--- config.mk ---
export PLATFORM = sky130hd
export DESIGN_NAME = muldiv_seq_flat
export DESIGN_NICKNAME = d
export VERILOG_FILES = /design/src/rtl/muldiv_seq_pkg.sv /design/src/rtl/muldiv_seq_if.sv /design/src/rtl/muldiv_dp.sv /design/src/rtl/muldiv_seq.sv /design/src/flat_wrapper.sv
export SDC_FILE = /design/constraint.sdc
export NUM_CORES = 1
export LEC_CHECK = 0
export CAP_MARGIN = 10
export CORE_MARGIN = 4
export CORE_UTILIZATION = 60
export DETAILED_ROUTE_END_ITERATION = 10
export HOLD_SLACK_MARGIN = 0.08
export PLACE_DENSITY = 0.88
export SLEW_MARGIN = 30
export SYNTH_ARGS = -nofsm -noshare
export SYNTH_HDL_FRONTEND = slang
export SYNTH_SLANG_ARGS = --single-unit
--- constraint.sdc ---
create_clock -name i_clk -period 8 [get_ports i_clk]
set_input_delay 0.8 -clock i_clk [delete_from_list [all_inputs] [get_ports i_clk]]
set_output_delay 0.8 -clock i_clk [all_outputs]
set_load 0.02 [all_outputs]
--- src/rtl/muldiv_seq_pkg.sv ---
// Shared constants for the RV32M multiply/divide sequencer.
// - MFun7: funct7 value that marks an M-extension R-type instruction.
// - Fun*: the eight funct3 operation codes.
// - Md*: 2-bit FSM state encodings.
// - Helpers that tell whether each operand is treated as signed for a given funct3.
package muldiv_seq_pkg;

    localparam logic [6:0] MFun7 = 7'h01;

    localparam logic [2:0] FunMul    = 3'd0;
    localparam logic [2:0] FunMulh   = 3'd1;
    localparam logic [2:0] FunMulhsu = 3'd2;
    localparam logic [2:0] FunMulhu  = 3'd3;
    localparam logic [2:0] FunDiv    = 3'd4;
    localparam logic [2:0] FunDivu   = 3'd5;
    localparam logic [2:0] FunRem    = 3'd6;
    localparam logic [2:0] FunRemu   = 3'd7;

    localparam logic [1:0] MdIdle = 2'd0;
    localparam logic [1:0] MdCalc = 2'd1;
    localparam logic [1:0] MdFix  = 2'd2;
    localparam logic [1:0] MdDone = 2'd3;

    function automatic logic is_m_fun7(logic [6:0] fun7);
        return fun7 == MFun7;
    endfunction

    // rs1 is signed for every op except MULHU, DIVU and REMU.
    function automatic logic fun3_signed_a(logic [2:0] fun3);
        return (fun3 == FunMul) || (fun3 == FunMulh) || (fun3 == FunMulhsu) ||
               (fun3 == FunDiv) || (fun3 == FunRem);
    endfunction

    // rs2 is additionally unsigned for MULHSU.
    function automatic logic fun3_signed_b(logic [2:0] fun3);
        return (fun3 == FunMul) || (fun3 == FunMulh) || (fun3 == FunDiv) || (fun3 == FunRem);
    endfunction

endpackage

--- src/rtl/muldiv_seq_if.sv ---
// Request/response bundle between the EX stage and the multiply/divide sequencer.
// - i_valid/i_fun3/i_A/i_B/i_rd/i_flush: request from EX (driven by master).
// - o_stall/o_busy/o_done/o_result/o_rd: status and result (driven by slave).
interface muldiv_seq_if;

    logic        i_valid;
    logic [2:0]  i_fun3;
    logic [31:0] i_A;
    logic [31:0] i_B;
    logic [4:0]  i_rd;
    logic        i_flush;
    logic        o_stall;
    logic        o_busy;
    logic        o_done;
    logic [31:0] o_result;
    logic [4:0]  o_rd;

    modport master (
        output i_valid, i_fun3, i_A, i_B, i_rd, i_flush,
        input  o_stall, o_busy, o_done, o_result, o_rd
    );

    modport slave (
        input  i_valid, i_fun3, i_A, i_B, i_rd, i_flush,
        output o_stall, o_busy, o_done, o_result, o_rd
    );

endinterface

--- src/rtl/muldiv_dp.sv ---
// Datapath for the multiply/divide sequencer.
// - i_load: capture operand magnitudes and result sign using i_load_fun3.
// - i_step: one shift-add (multiply) or shift-subtract-restore (divide) iteration.
// - i_fun3: latched operation, selects iteration kind and sign fix-up.
// - o_result: sign-corrected result, valid after the 32nd step.
// prod_q is shared: multiply keeps {high, low} of the product; divide keeps
// {partial remainder, dividend shifting out / quotient shifting in}.
module muldiv_dp
    import muldiv_seq_pkg::*;
(
    input  logic        i_clk,
    input  logic        i_rst_n,
    input  logic        i_load,
    input  logic        i_step,
    input  logic [2:0]  i_load_fun3,
    input  logic [31:0] i_a,
    input  logic [31:0] i_b,
    input  logic [2:0]  i_fun3,
    output logic [31:0] o_result
);

    logic [63:0] prod_q, prod_d;
    logic [31:0] bmag_q, bmag_d;
    logic        res_neg_q, res_neg_d;

    logic        neg_a, neg_b, is_mul;
    logic [31:0] a_mag, b_mag;
    logic [32:0] add_a, add_b, sum;
    logic [63:0] prod_neg;

    always_comb begin
        neg_a = fun3_signed_a(i_load_fun3) && i_a[31];
        neg_b = fun3_signed_b(i_load_fun3) && i_b[31];
        a_mag = neg_a ? -i_a : i_a;
        b_mag = neg_b ? -i_b : i_b;

        is_mul = !i_fun3[2];
        add_a  = is_mul ? {1'b0, prod_q[63:32]} : {prod_q[63:32], prod_q[31]};
        add_b  = {1'b0, bmag_q};
        sum    = is_mul ? (add_a + add_b) : (add_a - add_b);

        prod_d    = prod_q;
        bmag_d    = bmag_q;
        res_neg_d = res_neg_q;

        if (i_load) begin
            prod_d    = {32'd0, a_mag};
            bmag_d    = b_mag;
            // Remainder follows the dividend; everything else follows the product/quotient.
            res_neg_d = (i_load_fun3 == FunRem) ? neg_a : (neg_a ^ neg_b);
        end else if (i_step) begin
            if (is_mul) begin
                prod_d = prod_q[0] ? {sum, prod_q[31:1]} : {1'b0, prod_q[63:32], prod_q[31:1]};
            end else begin
                // No borrow means the divisor fits: keep the difference, shift in a 1.
                prod_d = !sum[32] ? {sum[31:0], prod_q[30:0], 1'b1}
                                  : {add_a[31:0], prod_q[30:0], 1'b0};
            end
        end
    end

    always_comb begin
        prod_neg = -prod_q;
        o_result = prod_q[31:0];
        unique case (i_fun3)
            FunMul:                       o_result = res_neg_q ? prod_neg[31:0] : prod_q[31:0];
            FunMulh, FunMulhsu, FunMulhu: o_result = res_neg_q ? prod_neg[63:32] : prod_q[63:32];
            FunDiv:                       o_result = res_neg_q ? -prod_q[31:0] : prod_q[31:0];
            FunDivu:                      o_result = prod_q[31:0];
            FunRem:                       o_result = res_neg_q ? -prod_q[63:32] : prod_q[63:32];
            FunRemu:                      o_result = prod_q[63:32];
            default:                      o_result = prod_q[31:0];
        endcase
    end

    always_ff @(posedge i_clk or negedge i_rst_n) begin
        if (!i_rst_n) begin
            prod_q    <= 64'd0;
            bmag_q    <= 32'd0;
            res_neg_q <= 1'b0;
        end else begin
            prod_q    <= prod_d;
            bmag_q    <= bmag_d;
            res_neg_q <= res_neg_d;
        end
    end

endmodule

--- src/rtl/muldiv_seq.sv ---
// Multi-cycle RV32M multiply/divide sequencer beside the EX-stage ALU.
// - i_clk, i_rst_n: clock and asynchronous active-low reset.
// - bus (slave): request (valid, fun3, A, B, rd, flush) and response
//   (stall, busy, done, result, rd).
// Owns the FSM, iteration counter, divide-by-zero/overflow shortcuts,
// stall/done generation and the result/rd output registers.
module muldiv_seq
    import muldiv_seq_pkg::*;
(
    input  logic         i_clk,
    input  logic         i_rst_n,
    muldiv_seq_if.slave  bus
);

    logic [1:0]  state_q, state_d;
    logic [4:0]  cnt_q, cnt_d;
    logic [2:0]  fun3_q, fun3_d;
    logic [4:0]  rd_q, rd_d;
    logic [31:0] result_q, result_d;
    logic [4:0]  rd_out_q, rd_out_d;

    logic        div_zero, div_ovf;
    logic [31:0] special_res;
    logic        dp_load, dp_step;
    logic [31:0] dp_result;

    always_comb begin
        div_zero = bus.i_fun3[2] && (bus.i_B == 32'd0);
        div_ovf  = bus.i_fun3[2] && !bus.i_fun3[0] &&
                   (bus.i_A == 32'h8000_0000) && (bus.i_B == 32'hFFFF_FFFF);
        // fun3[1] separates REM/REMU from DIV/DIVU.
        if (div_zero) begin
            special_res = bus.i_fun3[1] ? bus.i_A : 32'hFFFF_FFFF;
        end else begin
            special_res = bus.i_fun3[1] ? 32'd0 : 32'h8000_0000;
        end
    end

    always_comb begin
        state_d  = state_q;
        cnt_d    = cnt_q;
        fun3_d   = fun3_q;
        rd_d     = rd_q;
        result_d = result_q;
        rd_out_d = rd_out_q;
        dp_load  = 1'b0;
        dp_step  = 1'b0;

        if (bus.i_flush) begin
            state_d = MdIdle;
        end else begin
            case (state_q)
                MdIdle: begin
                    if (bus.i_valid) begin
                        fun3_d = bus.i_fun3;
                        rd_d   = bus.i_rd;
                        if (div_zero || div_ovf) begin
                            result_d = special_res;
                            rd_out_d = bus.i_rd;
                            state_d  = MdDone;
                        end else begin
                            dp_load = 1'b1;
                            cnt_d   = 5'd0;
                            state_d = MdCalc;
                        end
                    end
                end
                MdCalc: begin
                    dp_step = 1'b1;
                    cnt_d   = cnt_q + 5'd1;
                    if (cnt_q == 5'd31) begin
                        state_d = MdFix;
                    end
                end
                MdFix: begin
                    result_d = dp_result;
                    rd_out_d = rd_q;
                    state_d  = MdDone;
                end
                MdDone: begin
                    state_d = MdIdle;
                end
                default: begin
                    state_d = MdIdle;
                end
            endcase
        end
    end

    always_ff @(posedge i_clk or negedge i_rst_n) begin
        if (!i_rst_n) begin
            state_q  <= MdIdle;
            cnt_q    <= 5'd0;
            fun3_q   <= 3'd0;
            rd_q     <= 5'd0;
            result_q <= 32'd0;
            rd_out_q <= 5'd0;
        end else begin
            state_q  <= state_d;
            cnt_q    <= cnt_d;
            fun3_q   <= fun3_d;
            rd_q     <= rd_d;
            result_q <= result_d;
            rd_out_q <= rd_out_d;
        end
    end

    muldiv_dp u_dp (
        .i_clk       (i_clk),
        .i_rst_n     (i_rst_n),
        .i_load      (dp_load),
        .i_step      (dp_step),
        .i_load_fun3 (bus.i_fun3),
        .i_a         (bus.i_A),
        .i_b         (bus.i_B),
        .i_fun3      (fun3_q),
        .o_result    (dp_result)
    );

    // Stall drops in DONE so EX advances together with the result.
    assign bus.o_stall  = bus.i_valid && (state_q != MdDone);
    assign bus.o_busy   = (state_q != MdIdle);
    assign bus.o_done   = (state_q == MdDone);
    assign bus.o_result = result_q;
    assign bus.o_rd     = rd_out_q;

endmodule

--- src/flat_wrapper.sv ---
// flat-port wrapper written by rule: the top's interface ports become plain ports
module muldiv_seq_flat import muldiv_seq_pkg::*;
  (i_clk, i_rst_n, bus_i_valid, bus_i_fun3, bus_i_A, bus_i_B, bus_i_rd, bus_i_flush, bus_o_stall, bus_o_busy, bus_o_done, bus_o_result, bus_o_rd);
  muldiv_seq_if bus_i ();
  input  logic i_clk;
  input  logic i_rst_n;
  input wire logic [$bits(bus_i.i_valid)-1:0] bus_i_valid;
  input wire logic [$bits(bus_i.i_fun3)-1:0] bus_i_fun3;
  input wire logic [$bits(bus_i.i_A)-1:0] bus_i_A;
  input wire logic [$bits(bus_i.i_B)-1:0] bus_i_B;
  input wire logic [$bits(bus_i.i_rd)-1:0] bus_i_rd;
  input wire logic [$bits(bus_i.i_flush)-1:0] bus_i_flush;
  output wire logic [$bits(bus_i.o_stall)-1:0] bus_o_stall;
  output wire logic [$bits(bus_i.o_busy)-1:0] bus_o_busy;
  output wire logic [$bits(bus_i.o_done)-1:0] bus_o_done;
  output wire logic [$bits(bus_i.o_result)-1:0] bus_o_result;
  output wire logic [$bits(bus_i.o_rd)-1:0] bus_o_rd;
  assign bus_i.i_valid = bus_i_valid;
  assign bus_i.i_fun3 = bus_i_fun3;
  assign bus_i.i_A = bus_i_A;
  assign bus_i.i_B = bus_i_B;
  assign bus_i.i_rd = bus_i_rd;
  assign bus_i.i_flush = bus_i_flush;
  assign bus_o_stall = bus_i.o_stall;
  assign bus_o_busy = bus_i.o_busy;
  assign bus_o_done = bus_i.o_done;
  assign bus_o_result = bus_i.o_result;
  assign bus_o_rd = bus_i.o_rd;
  muldiv_seq u_core (.i_clk(i_clk), .i_rst_n(i_rst_n), .bus(bus_i));
endmodule
# == After elaboration in Yosys (flattened, before gate mapping) ==
# Cells that the tools add are included.
# totals
register_bits,149
input_bits,76
out_inout_bits,40
word_cells,108
# op_classes
n_addsub,8
eq_ne,23
muxes,38
bitwise,2
reduce_logical,28
# op_table
op,count
32-bit 2-to-1 mux,11
64-bit 2-to-1 mux,5
32-bit case mux with 6 select lines,1
32-bit negation,4
33-bit 2-to-1 mux,2
"32-bit equality test, second input constant",2
64-bit negation,1
32-bit case mux with 2 select lines,1
33-bit by 32-bit adder with 33-bit output,1
33-bit by 32-bit subtractor with 33-bit output,1
32-bit logical NOT,1
5-bit 2-to-1 mux,4
5-bit case mux with 2 select lines,2
"3-bit equality test, second input constant",6
"3-bit by 2-bit equality test with 1-bit output, second input constant",3
2-bit 2-to-1 mux,4
2-bit case mux with 4 select lines,1
4-bit AND reduction,2
2-bit nonzero test,4
1-bit logical AND,7
1-bit logical OR,7
1-bit 2-to-1 mux,7
"3-bit by 1-bit equality test with 1-bit output, second input constant",2
3-bit logical NOT,2
other kinds (15),18

# == Depth between registers and ports, before layout ==
# depth
depth_word,10
mapped_depth,22
ltp_nobuf,19

# == By module ==
# Synthesis repeated with hierarchy kept, for this count alone.
# hier_totals
hier_cells,1930
hier_area_um2,15149.5
# by_module_without_submodules
mod,instances,cells_per_inst,area_per_inst_um2,seq_area_each_um2
muldiv_dp,1,1627,11886.4,2427.3
muldiv_seq,1,303,3263.1,1301.2

# == Worst setup path before layout ==
# OpenSTA, ideal clock, no wires.
# synth_timing
path_kind,register to register
from,register u_core.u_dp.bmag_q[4]
to,register u_core.u_dp.prod_q[45]
setup_ps,141
arrival_ps,4505
required_ps,7859
slack_ps,3354
stages_incl_launch_ff,19
n_path_buf,2
period_less_slack_ps,4646
path_cell_list,dfrtp_1 > nor3_1 > nand4b_1 > or3b_2 > nor3_1 > nand3b_1 > o41ai_1 > xor2_1 > ha_1 > a21oi_1 > o21ai_0 > a211o_1 > a21o_1 > a211o_1 > xor2_1 > buf_2 > buf_2 > mux2i_1 > o221ai_1
# synth_between
elab_chain_len,6
word_cells_on_any_way,8
cone_classes,add/sub (2); mux (6)
# synth_rtl
element,line,source
"start, declared",muldiv_dp.sv:23,"logic [31:0] bmag_q, bmag_d;"
"start signal, assigned",muldiv_dp.sv:83,bmag_q <= bmag_d;
33-bit by 32-bit adder with 33-bit output or 33-bit by 32-bit subtractor with 33-bit output (tied branches),muldiv_dp.sv:40,sum = is_mul ? (add_a + add_b) : (add_a - add_b);
33-bit 2-to-1 mux *,muldiv_dp.sv:40,
64-bit 2-to-1 mux (on tied branches),"muldiv_dp.sv:53, muldiv_dp.sv:56",
64-bit 2-to-1 mux *,muldiv_dp.sv:52,if (is_mul) begin
64-bit 2-to-1 mux *,muldiv_dp.sv:51,end else if (i_step) begin
64-bit 2-to-1 mux *,muldiv_dp.sv:46,if (i_load) begin
"end signal, assigned",muldiv_dp.sv:82,prod_q <= prod_d;
"end, declared",muldiv_dp.sv:22,"logic [63:0] prod_q, prod_d;"
# Mark *: on every way between the ends. The rest lies on a longest branch, timed or not. The select of a mux whose other input is x is not followed.
# A chain may end at the register's enable or synchronous reset.

# == Worst setup path in the final report ==
# layout_timing
from,register u_core.u_dp.bmag_q[3]
to,register u_core.u_dp.prod_q[52]
# Same word-level chain as after synthesis.

==> out/qor.yml <==
dp_hpwl_um: 36500
crit_path_top_delay_cell: "or3b_2"
drt_wl_total_um: 50100
synthCells: 1988
grt_pass1_vias: 14800
synth_edf_count: 0
avgSynthCellArea_um2: 7.54
num_rows: 57
synth_area_leaders: "dfrtp_1 25%, o21ai_0 6.4%, xnor2_1 6.3%"
syn-cell-area_mm2: 0.0150
p_sw_mw: 4.56
via_per_inst: 6.94
grt_max_degree: 99
yosysSeqAreaShare: 0.249
synth_ff_type: "dfrtp_1"
p_int_mw: 3.80
fin_crit_sh: 0.691
crit_path_cell_trace: "nor3_1, nand4b_1, or3b_2, nor3_1, nand3b_1, o41ai_1, xor2_1, ha_1, a21oi_1, o21ai_0, a211o_1, a21o_1, a211o_1, xor2_2, buf_4, nor2b_1, a221o_1, a21o_1"
p_per_area_mw_per_mm2: 501
seq_area_mm2: 0.00373
yosys_register_bits: 149
clkPwrFrac: 0.103
fin_ws_ns: 2.47
ctsHoldBuffers: 0
hold_slack_ns: 0.366
relSlewSlack: 0.239
rsz0062_at_grt: "false"
antenna_found_initial: 0
drv_cap: 0
grt_usage: 0.346
crit_type: "reg -> reg"
finish.utilization: 0.682
synth_top_area_frac: 0.249
hold_class: "in -> async"
dp_cells: 2286
cts_resized: 0
worst_ep_required_time_ns: 8.37
fin_crit_ns: 5.53
fillers: 1959
end_kind: "register"
vias: 16100
wl_per_cell_um: 21.6
initial_core_util: 0.613
cp_num_buf_inv: 1
reg2reg_depth: 18
critPathArrivalTime_ns: 5.90
seqPwrFrac: 0.203
dp_slack_ns: 2.64
post_cts_buffers: 0
cts.clk_slew.worst_paths_ns: 0.09
setup_violations: 0
cp.depth: 18
grt_overflow: 0
firstDrtPassIters: 6
synth_area_leader_cell: "dfrtp_1"
clk_latency_ns: 0.45
report.final.slew_viol_count: 0
nets: 2102
yosysUniqueCellTypes: 77
final_layout_size_suffix_gt1_frac: 0.0697
final_hold_viol_count: 0
drc: 0
final_cells: 2318
finClkSkew_ns: 0.0223
timing.setup.tns_ns: 0
grt_pass1_wl_um: 79200
vdd_drop_max_mv: 0.316
yosys_warnings: 0
antenna_left: 0
area_growth_pct: 11.3
cpPeakStageDelay_ns: 0.52
h-tree-depth: 4
dieArea_mm2: 0.0276
num_io_pins: 116
startpoint_type: "register"
multi_input_area_mm2: 0.0105
cts_tree: "done"
clockRootBuffer: "clkbuf_16"
core_area_mm2: 0.0245
switching_share: 0.546
combPwrFrac: 0.694
clk_path_buf_depth: 2
tightest_slew_ns: 1.13
gp_congestion: 1.04
diodes: 0
cts_made_buffers: 17
die_y_um: 166
numClockSinks: 149
portBuffers: 115
status: "finished, final reports clean"
critPathMaxFanout: 31
max_freq_ghz: 0.181
synth_nets: 2109
dieWidth_um: 166
leakage_nw: 6.54
first_iter_violations: 2572
synthArstFlopShare: 1.00
crit_family: "simple AND/OR/NAND/NOR gates"
[logic make-up (layout without fill, tap and decap cells)]
group           count (synthesis)  count (layout)  share of synthesized area
buf+inv                       202             208                     0.0549
flops                         149             149                      0.249
fa+ha+maj                      45              45                     0.0381
mux                           111             111                     0.0779
compound gates                635             635                      0.261
xor+xnor                      187             187                      0.109
simple gates                  659             659                      0.210
[per-layer routing]
metal | up-vias | track usage | share of wire
met1 | 7478 | 0.464 | 0.39
met5 | - | 0 | 0
met4 | 0 | 0.173 | 0.060
li1 | 7200 | - | -
met2 | 1146 | 0.532 | 0.44
met3 | 259 | 0.0709 | 0.11
[worst paths after layout]
check	from	to	slack (ns)
max reg2reg	u_core.u_dp.bmag_q[3]	u_core.u_dp.prod_q[52]	2.47
max	u_core.u_dp.bmag_q[3]	u_core.u_dp.prod_q[52]	2.47
max in group asynchronous	i_rst_n	u_core.u_dp.prod_q[52]	6.41
min in group i_clk	u_core.bus.o_rd[2]	u_core.bus.o_rd[2]	0.49
min	i_rst_n	u_core.bus.o_result[6]	0.37
min reg2reg	u_core.bus.o_rd[2]	u_core.bus.o_rd[2]	0.49
[cell usage in the layout (no fill, tap or decap), types with 32 or more instances in the layout]
cell type	n
nor4_1	32
nand2_1	204
xnor2_1	108
a211oi_1	52
a21oi_1	182
ha_1	44
dfrtp_1	147
mux2i_1	66
inv_1	36
a31oi_1	35
o21ai_0	192
mux2_2	45
xor2_1	78
nor2_1	200
clkdlybuf4s50_1	114
nor3_1	42
[synthesized netlist by cell type, types with 13 or more instances]
master and instances:
a21oi_1 182, xnor2_1 108, nand2_1 204, nor4_1 32
inv_1 36, nor2_1 200, o211ai_1 16, nand3_1 25
nor2b_1 24, xor2_1 79, nand2b_1 26, or4_1 18
ha_1 44, clkbuf_1 127, a31oi_1 35, a211oi_1 52
o221ai_1 24, buf_2 15, nand4_1 16, dfrtp_1 149
o31ai_1 26, mux2_2 45, nor3_1 43, a21o_1 13
mux2i_1 66, buf_1 16, o21ai_0 192
[cell type report]
cell class,instances,share of cell area
clock buffers,17,0.0255
clock inverters,15,0.0112
well taps,324,0.0243
multi-input cells,1637,0.627
inverters,36,0.00810
flip-flops and latches,149,0.224
repair buffers,140,0.0805
[flip-flops by register name (all words and copies together) (netlist names)]
name,flops
u_core.bus.o_rd,5
u_core.bus.o_result,32
u_core.cnt_q,5
u_core.fun3_q,3
u_core.rd_q,5
u_core.state_q,2
u_core.u_dp.bmag_q,32
u_core.u_dp.prod_q,64
u_core.u_dp.res_neg_q,1
[worst register-to-register path, stage by stage, from the launching register on]
cell and delay [ns]:
dfrtp_1 0.42, nor3_1 0.38, nand4b_1 0.21, or3b_2 0.52
nor3_1 0.36, nand3b_1 0.23, o41ai_1 0.36, xor2_1 0.12
ha_1 0.40, a21oi_1 0.22, o21ai_0 0.15, a211o_1 0.32
a21o_1 0.18, a211o_1 0.25, xor2_2 0.12, buf_4 0.42
nor2b_1 0.48, a221o_1 0.24, a21o_1 0.09
[power groups by stage]
stage | registers [mW] | clock network (mW) | logic [mW]
2_1_floorplan | 1.37 | 0 | 4.36
3_3_place_gp | 1.64 | 0 | 5.41
4_1_cts | 1.66 | 0.855 | 5.61
5_1_grt | 1.74 | 0.895 | 6.24
6_report | 1.70 | 0.861 | 5.80
3_5_place_dp | 1.67 | 0 | 5.56
[through the flow]
step	cell area, um^2	total power [mW]
after floorplan	15000	5.73
after global placement	16100	7.05
after detailed placement	16100	7.23
after CTS	16700	8.12
after global routing	16700	8.87
final	16700	8.36
Note: power is estimated with default switching activity, not from simulation.
